File: src/rtl/fpga_cfg_pkg.sv
// Shared definitions for the fabric configuration path: frame geometry
// defaults and the loader state encoding.
package fpga_cfg_pkg;

  localparam int NUM_WORDS_DEF = 50;
  localparam int DATA_W_DEF    = 32;
  localparam int ADDR_W_DEF    = 6;

  typedef enum logic [2:0] {
    ST_IDLE  = 3'd0,
    ST_LOAD  = 3'd1,
    ST_CHECK = 3'd2,
    ST_DONE  = 3'd3,
    ST_ERROR = 3'd4
  } cfg_state_e;

endpackage

File: src/rtl/config_loader.sv
// Streams one configuration frame into fabric storage, XOR-accumulating the
// words and validating them against a trailing checksum word.
module config_loader
  import fpga_cfg_pkg::*;
#(
  parameter int NUM_WORDS = NUM_WORDS_DEF,
  parameter int DATA_W    = DATA_W_DEF,
  parameter int ADDR_W    = ADDR_W_DEF
) (
  input  logic              clock,
  input  logic              reset_n,
  input  logic              start,
  input  logic              in_valid,
  input  logic [DATA_W-1:0] in_data,
  output logic              in_ready,
  output logic              cfg_we,
  output logic [ADDR_W-1:0] cfg_addr,
  output logic [DATA_W-1:0] cfg_data,
  output logic              busy,
  output logic              done,
  output logic              error,
  output logic              fabric_en
);

  localparam logic [ADDR_W-1:0] LAST_IDX = ADDR_W'(NUM_WORDS - 1);

  cfg_state_e        state_q, state_d;
  logic [ADDR_W-1:0] cnt_q, cnt_d;
  logic [DATA_W-1:0] acc_q, acc_d;
  logic              cfg_we_q, cfg_we_d;
  logic [ADDR_W-1:0] cfg_addr_q, cfg_addr_d;
  logic [DATA_W-1:0] cfg_data_q, cfg_data_d;
  logic              in_ready_q, in_ready_d;
  logic              busy_q, busy_d;
  logic              done_q, done_d;
  logic              error_q, error_d;
  logic              fabric_en_q, fabric_en_d;
  logic              accept_s;

  // Next-state, write strobe and status computation
  always_comb begin
    state_d     = state_q;
    cnt_d       = cnt_q;
    acc_d       = acc_q;
    cfg_we_d    = 1'b0;
    cfg_addr_d  = cfg_addr_q;
    cfg_data_d  = cfg_data_q;
    done_d      = done_q;
    error_d     = error_q;
    fabric_en_d = fabric_en_q;
    accept_s    = in_valid && in_ready_q;

    case (state_q)
      ST_IDLE, ST_DONE, ST_ERROR: begin
        if (start) begin
          state_d     = ST_LOAD;
          cnt_d       = '0;
          acc_d       = '0;
          done_d      = 1'b0;
          error_d     = 1'b0;
          fabric_en_d = 1'b0;
        end else begin
          state_d = state_q;
        end
      end
      ST_LOAD: begin
        if (accept_s) begin
          cfg_we_d   = 1'b1;
          cfg_addr_d = cnt_q;
          cfg_data_d = in_data;
          acc_d      = acc_q ^ in_data;
          // Counter parks on the last index rather than wrapping
          if (cnt_q == LAST_IDX) begin
            state_d = ST_CHECK;
          end else begin
            cnt_d = cnt_q + ADDR_W'(1);
          end
        end else begin
          state_d = ST_LOAD;
        end
      end
      ST_CHECK: begin
        // acc_q already holds the last word: the checksum cannot be accepted
        // before the cycle after that word's accept
        if (accept_s) begin
          if (in_data == acc_q) begin
            state_d     = ST_DONE;
            done_d      = 1'b1;
            fabric_en_d = 1'b1;
          end else begin
            state_d = ST_ERROR;
            error_d = 1'b1;
          end
        end else begin
          state_d = ST_CHECK;
        end
      end
      default: begin
        state_d = ST_IDLE;
      end
    endcase

    in_ready_d = (state_d == ST_LOAD) || (state_d == ST_CHECK);
    busy_d     = in_ready_d;
  end

  // State and output registers with synchronous active-low reset
  always_ff @(posedge clock) begin
    if (!reset_n) begin
      state_q     <= ST_IDLE;
      cnt_q       <= '0;
      acc_q       <= '0;
      cfg_we_q    <= 1'b0;
      cfg_addr_q  <= '0;
      cfg_data_q  <= '0;
      in_ready_q  <= 1'b0;
      busy_q      <= 1'b0;
      done_q      <= 1'b0;
      error_q     <= 1'b0;
      fabric_en_q <= 1'b0;
    end else begin
      state_q     <= state_d;
      cnt_q       <= cnt_d;
      acc_q       <= acc_d;
      cfg_we_q    <= cfg_we_d;
      cfg_addr_q  <= cfg_addr_d;
      cfg_data_q  <= cfg_data_d;
      in_ready_q  <= in_ready_d;
      busy_q      <= busy_d;
      done_q      <= done_d;
      error_q     <= error_d;
      fabric_en_q <= fabric_en_d;
    end
  end

  assign in_ready  = in_ready_q;
  assign cfg_we    = cfg_we_q;
  assign cfg_addr  = cfg_addr_q;
  assign cfg_data  = cfg_data_q;
  assign busy      = busy_q;
  assign done      = done_q;
  assign error     = error_q;
  assign fabric_en = fabric_en_q;

endmodule

File: config.mk
export PLATFORM = sky130hd
export DESIGN_NAME = config_loader
export DESIGN_NICKNAME = d
export VERILOG_FILES = /design/src/rtl/fpga_cfg_pkg.sv /design/src/rtl/config_loader.sv
export SDC_FILE = /design/constraint.sdc
export NUM_CORES = 1
export LEC_CHECK = 0
export CORE_MARGIN = 4
export CORE_UTILIZATION = 55
export DETAILED_ROUTE_END_ITERATION = 7
export PLACE_DENSITY = 0.95
export RECOVER_POWER = 100
export REMOVE_ABC_BUFFERS = 1
export SYNTH_ARGS = -nofsm -noshare
export SYNTH_HDL_FRONTEND = slang
export SYNTH_SLANG_ARGS = --single-unit
export TNS_END_PERCENT = 1
File: constraint.sdc
create_clock -name clock -period 2.6 [get_ports clock]
set_input_delay 0.52 -clock clock [delete_from_list [all_inputs] [get_ports clock]]
set_output_delay 0.52 -clock clock [all_outputs]
set_load 0.05 [all_outputs]
==> summary.txt, run 1 <==
Logic synthesis
  – Ys flop type: dfxtp_1
  – Cells after Synth: 468
  – Syn_area_per_cell: 7.95 um2
  – Post-synth top area share: 0.447
  – Post-synth EDFFs: 0
  – Synth unique cells: 45
  – Most area-hungry cell type in the Yosys netlist: dfxtp_1
  – Mapped cell area: approximately 3700 um2
  – FF+latch count, synth: between 80 and 90
  – Syn. warnings: 0
  – Seq/Total Area, Yosys: 0.447
  – Synth area leaders: dfxtp_1 (45%), a21oi_1 (10%), nand2_1 (8.7%), xnor2_1 (6.6%), nor2_1 (4.4%)
  – Post-synth ARST share: 0

Floorplan
  – Chip width: 90.3 um
  – Number of core rows: 29
  – Initial Utilization: 0.576
  – Die H: approximately 90 um
  – Core ar.: between 6000 and 7000 um2
  – I/O Pins: 80
  – Die area: between 8000 and 9000 um2

GRT
  – GR Overflow Total: 0
  – Number of global-route vias before repair: between 3000 and 4000
  – Largest net degree at the start of global routing: 35
  – First-pass GRT wire length: between 10 and 15 mm
  – Initial antenna violation count: 0
  – Aggregate global-route resource usage: 0.218

Critical path
  – CP Launch Type: input port
  – Kind of cell adding the most delay to the critical path: simple AND/OR/NAND/NOR gates
  – Slowest CP cell: or4_1
  – Crit path max fanout: 4
  – Critical path class: in -> reg
  – Worst path bufs/invs: 1
  – WP data arrival: 2.61 ns
  – Crit-path max cell delay: between 0.5 and 0.6 ns
  – Crit path required time: ~2.9 ns
  – CP endpoint kind: register
  – Crit-path cells: clkdlybuf4s50_1, nor2b_1, or4_1, nor4_2, nand4b_2, o211ai_1

STA
  – RSZ-0062 raised after global routing: false
  – Layout Skew: approximately 0.0055 ns
  – Min cycle time layout: 2.35 ns
  – Final Worst Setup Slack: 0.255 ns
  – Final setup fails: 0
  – Max-slew violations: 0
  – Fin. Hold Viols: 0
  – Final Cycle Share: 0.902
  – Max Clock Freq: roughly 430 MHz
  – Worst Max-Slew Pin Slew: roughly 0.60 ns
  – Sum Neg Setup Slack: 0 ns
  – Slew HR: 0.597

Route
  – DR pass1 iterations: 5
  – Initial DRC count: just over 200
  – Drt wl/cell: between 10 and 15 um
  – ANT nets after route: 0
  – Post-Route WL: ~9.1 mm
  – Detailed-route DRC error count: 0
  – Routed vias: ~3500
  – Vias per cell: 5.66

Pwr
  – Combinational share of power: 0.115
  – Switching pwr: roughly 650 uW
  – VDD IR max: 0.527 mV
  – PwrDens: around 560 nW/um2
  – Internal: roughly 2.0 mW
  – Clock power frac: 0.401
  – Flop pwr share: 0.484
  – Sw Ratio: 0.242
  – Leakage: around 1.7 nW

Clock tree
  – Postcts setup bufs: 0
  – CTS resizes: 0
  – H-Tree Depth: 3
  – Clk pin slew, worst setup/hold paths: around 0.07 ns
  – # clock sinks: 83
  – Clock root cell: clkbuf_8
  – CTS Buf Count: 9
  – Clk Latency, worst-skew pair: about 0.34 ns
  – CTS Buffer Depth: 2
  – CTS tree: yes
  – Post-CTS Hold Buffers: 0

Finish
  – Layout area overhead: 29.3%
  – Layout cells sized above 1: 0.0625
  – ANT cells: 0
  – Most common cell after layout, fill and taps aside: nand2_1
  – Most frequent cells in the layout: nand2_1 (86), dfxtp_1 (83), a21oi_1 (75)
  – Nets: a little under 600
  – Fill count: between 400 and 500

Placed design
  – Port Buffers: 79
  – Worst slack at placement: 0.0523 ns
  – Post-DP HPWL: around 6.3 mm
  – GPL Wtd Cong: between 0.7 and 0.8

Job
  – # Max-Cap Violations: 0

Outcome
  – Status: completed

Min path
  – Worst Hold Class: reg -> reg
[path summary, 6_finish.rpt]
kind                                                start                        end  slack [ns]  cells after the start
worst min-delay path            cfg_data[11]$_SDFFE_PN0P_  cfg_data[11]$_SDFFE_PN0P_        0.45                      2
worst max-delay path                          in_data[28]         error$_SDFFE_PN0P_        0.25                      6
worst min register to register  cfg_data[11]$_SDFFE_PN0P_  cfg_data[11]$_SDFFE_PN0P_        0.45                      2
worst max register to register      state_q[0]$_SDFF_PN0_     acc_q[13]$_SDFFE_PN0P_        0.46                      5
[cell type report]
type	instances	area (um2)	share of cell area
Clock buffer	10	128	0.0265
Clock inverter	5	103	0.0213
Inverter	9	33.8	0.00702
Multi-Input combinational cell	347	1880	0.392
Sequential cell	83	1660	0.345
Tap cell	77	96.3	0.0200
Timing Repair Buffer	90	906	0.188
[synth_stat cells (2+ instances only)]
master and n:
xor2_1 4, o221ai_1 2, nand2b_1 2, nor4_4 2
buf_2 8, o2111ai_1 2, o21ai_1 9, nor2b_1 4
ha_1 2, or2_0 5, a21oi_1 75, nand3_1 2
o211ai_1 2, nand4_1 7, xnor2_1 28, buf_4 4
dfxtp_1 83, inv_1 9, o21ai_0 26, o21a_1 2
nor3_1 23, nor2_1 44, nand2_1 86, clkbuf_1 16
[power groups by stage]
stage,Sequential (mW),Combinational (mW),Clock [mW]
final,1.31,0.310,1.08
after global routing,1.31,0.334,1.15
after CTS,1.31,0.320,1.10
after detailed placement,1.34,0.317,0
after global placement,1.33,0.308,0
after floorplan,1.37,0.120,0
[cells by family (layout without fill, tap and decap cells)]
kind of cell / count (synthesis) / count (layout) / synth area share
AOI/OAI and AO/OA: 125 / 125 / 0.185
xor gates and xnor gates: 32 / 32 / 0.0753
adders and majority gates: 2 / 2 / 0.00672
buffers and inverters: 38 / 114 / 0.0451
DFF: 83 / 83 / 0.447
muxes: 1 / 1 / 0.00269
and+or+nand+nor: 187 / 187 / 0.238
[worst min-delay path, delay by kind of cell, from the launching register on]
kind / cells / cell delay (ns)
DFF: 1 / 0.31
and+or+nand+nor: 1 / 0.05
AOI/OAI and AO/OA: 1 / 0.05
[flip-flops by register name, summed over array words and instances, names as in the netlist]
register and cells:
acc_q 32, cfg_data 32, cfg_addr 6, cnt_q 6
state_q 3, busy 1, cfg_we 1, error 1
fabric_en 1
[layer usage]
metal / vias to the layer above / share of wire / global-route usage
li1: 1729 / - / -
met1: 1637 / 0.42 / 0.263
met2: 133 / 0.50 / 0.385
met3: 15 / 0.066 / 0.0450
met4: 0 / 0.015 / 0.0765
met5: - / 0 / 0
[stage by stage]
step | hold WS (ns) | util | instance area [um2] | total power [mW] | std cells
2_1_floorplan | 0.465 | - | 3590 | 1.49 | 439
3_3_place_gp | 0.440 | 0.714 | 4610 | 1.64 | 606
3_5_place_dp | 0.446 | 0.714 | 4610 | 1.65 | 606
4_1_cts | 0.457 | 0.750 | 4840 | 2.72 | 621
5_1_grt | 0.479 | 0.745 | 4810 | 2.79 | 621
6_report | 0.452 | 0.745 | 4810 | 2.70 | 621
Note: power is estimated with default switching activity, not from simulation.
==> inputs of run 2 (changes only) <==
--- a/config.mk
+++ b/config.mk
@@ -11,6 +11,7 @@
 export PLACE_DENSITY = 0.95
 export RECOVER_POWER = 100
 export REMOVE_ABC_BUFFERS = 1
+export SKIP_LAST_GASP = 1
 export SYNTH_ARGS = -nofsm -noshare
 export SYNTH_HDL_FRONTEND = slang
 export SYNTH_SLANG_ARGS = --single-unit
==> results of run 2 <==
Final layout, timing and power as in run 1 (identical DEF).
==> inputs of run 3 (changes only) <==
--- a/config.mk
+++ b/config.mk
@@ -6,9 +6,9 @@
 export NUM_CORES = 1
 export LEC_CHECK = 0
 export CORE_MARGIN = 4
-export CORE_UTILIZATION = 55
+export CORE_UTILIZATION = 51
 export DETAILED_ROUTE_END_ITERATION = 7
-export PLACE_DENSITY = 0.95
+export PLACE_DENSITY = 0.89
 export RECOVER_POWER = 100
 export REMOVE_ABC_BUFFERS = 1
 export SKIP_LAST_GASP = 1
==> constraint.sdc (replaced) <==
create_clock -name clock -period 2.2 [get_ports clock]
set_input_delay 0.44 -clock clock [delete_from_list [all_inputs] [get_ports clock]]
set_output_delay 0.44 -clock clock [all_outputs]
set_load 0.05 [all_outputs]
==> run 3 against run 2 <==
Net effect:
- total power up 17%
- final area up 1.7%
- core utilization down 4.0 points
- clock skew up 0.0066 ns
- combinational power up 23%
- non-clock buffer count up 8
- largest cell class unchanged
- count of clock-buffer cells in the layout down 1
- final cell count up 4.5%
- worst hold slack better by 0.0014 ns
- sequential share of layout area down 0.59 points
==> summary.txt, run 3 (synthesis gave the netlist of run 1 again) <==
GRT
  – First-pass GRT wire length: 15.5 mm
  – Initial antenna violation count: 0
  – Largest net degree at the start of global routing: 46
  – Aggregate global-route resource usage: 0.220
  – GR Overflow Total: 0
  – Number of global-route vias before repair: ~3400

STA
  – Final Cycle Share: 0.947
  – Final setup fails: 0
  – Max Clock Freq: 480 MHz
  – Min Hold Slack: 0.453 ns
  – Min cycle time layout: roughly 2.1 ns
  – Max-slew violations: 0
  – Fin. Hold Viols: 0
  – Worst Max-Slew Pin Slew: a little over 0.6 ns
  – Final Worst Setup Slack: around 0.12 ns
  – Slew HR: 0.591
  – RSZ-0062 raised after global routing: false
  – Layout Skew: around 0.012 ns

Floorplan
  – Die H: 93.4 um
  – I/O Pins: 80
  – Number of core rows: 30
  – Core ar.: 6940 um2
  – Initial Utilization: 0.536
  – Chip width: 93.4 um
  – Die area: about 8700 um2

Placed design
  – GPL Wtd Cong: approximately 0.84
  – Port Buffers: between 70 and 80
  – Post-DP HPWL: 6.55 mm
  – Placed cells: 633
  – Worst slack at placement: -0.203 ns

Pwr
  – Clock power frac: 0.388
  – Flop pwr share: 0.491
  – VDD IR max: slightly above 0.3 mV
  – Internal: about 2.3 mW
  – Combinational share of power: 0.121
  – PwrDens: between 600 and 700 nW/um2
  – Sw Ratio: 0.259
  – Leakage: 1.77 nW
  – Switching pwr: between 800 and 900 uW

Finish
  – ANT cells: 0
  – Utilization after layout: 0.705
  – Most common cell after layout, fill and taps aside: nand2_1
  – Most frequent cells in the layout: nand2_1 (86), dfxtp_1 (83), a21oi_1 (75)
  – Final non-filler cell total: 649
  – Nets: approximately 590
  – Layout area overhead: 31.6%
  – Layout cells sized above 1: 0.0814

Critical path
  – Critical path class: reg -> out
  – Slowest CP cell: dlygate4sd3_1
  – Worst path bufs/invs: 1
  – Critical path depth: 1
  – Crit path max fanout: 3
  – Crit path required time: between 1.5 and 2 ns
  – CP Launch Type: register
  – WP data arrival: approximately 1.6 ns
  – Crit-path max cell delay: 0.89 ns
  – Crit-path cells: dlygate4sd3_1
  – CP endpoint kind: primary output
  – Kind of cell adding the most delay to the critical path: buffers and inverters
  – Worst reg-to-reg path cell count: 6

Clock tree
  – CTS Buffer Depth: 2
  – CTS resizes: 0
  – H-Tree Depth: 3
  – Clock root cell: clkbuf_8
  – Post-CTS Hold Buffers: 0
  – Postcts setup bufs: 0
  – CTS tree: yes
  – Clk pin slew, worst setup/hold paths: about 0.090 ns
  – CTS Buf Count: 9
  – Clk Latency, worst-skew pair: around 0.36 ns
  – # clock sinks: just over 80

Route
  – DR pass1 iterations: 5
  – Vias per cell: 5.44
  – Drt wl/cell: roughly 14 um
  – Initial DRC count: 226
  – Routed vias: between 3000 and 4000
  – ANT nets after route: 0
  – Post-Route WL: just over 9 mm
  – Detailed-route DRC error count: 0

Job
  – # Max-Cap Violations: 0

Outcome
  – Status: completed

Min path
  – Worst Hold Class: reg -> reg
  – Worst hold stages: 2
[run 3: changes by cell type in the layout (fill, tap and decap cells not counted), moves of 2 or more]
| cell | change |
|---|---|
| buf_4 | +5 |
| o21ai_1 | +4 |
| clkinv_4 | +2 |
| clkbuf_2 | +3 |
| o21ai_0 | -4 |
[run 3: final timing paths]
check / start / slack, ns / to
max: error$_SDFFE_PN0P_ / 0.12 / error
min: cfg_data[10]$_SDFFE_PN0P_ / 0.45 / cfg_data[10]$_SDFFE_PN0P_
max reg2reg: state_q[0]$_SDFF_PN0_ / 0.21 / acc_q[8]$_SDFFE_PN0P_
min reg2reg: cfg_data[10]$_SDFFE_PN0P_ / 0.45 / cfg_data[10]$_SDFFE_PN0P_
[run 3: layout make-up]
type / count / area [um2]
clock inverter: 7 / 101
timing repair buffer: 98 / 958
inverter: 9 / 33.8
multi-input combinational: 347 / 1900
fill: 548 / 2050
clock buffer: 9 / 124
tap: 96 / 120
sequential: 83 / 1660
[run 3: through the flow]
step	total power [mW]	cell area, um2	TNS (ns)
2_1_floorplan	1.77	3590	-84.71
3_3_place_gp	1.96	4690	-0.609
3_5_place_dp	1.97	4690	-0.995
4_1_cts	3.16	4910	0
5_1_grt	3.27	4900	0
6_report	3.15	4900	0
[run 3: power by group through the flow]
stage / Sequential [mW] / Clock (mW) / Combinational (mW)
finish: 1.54 / 1.22 / 0.381
global route: 1.55 / 1.31 / 0.411
CTS: 1.54 / 1.23 / 0.389
detailed placement: 1.58 / 0 / 0.386
global placement: 1.58 / 0 / 0.377
floorplan: 1.62 / 0 / 0.141
[run 3: worst min-delay path, cell delays in order, from the launching register on]
cell	delay, ns
dfxtp_1	0.31
nand2_1	0.05
a21oi_1	0.05
[run 3: metal layers]
metal	track usage	up-vias	routed length, um
met3	0.0434	22	568
met4	0.0965	0	217
met1	0.271	1644	3870
met5	0	-	0
li1	-	1752	-
met2	0.370	110	4570
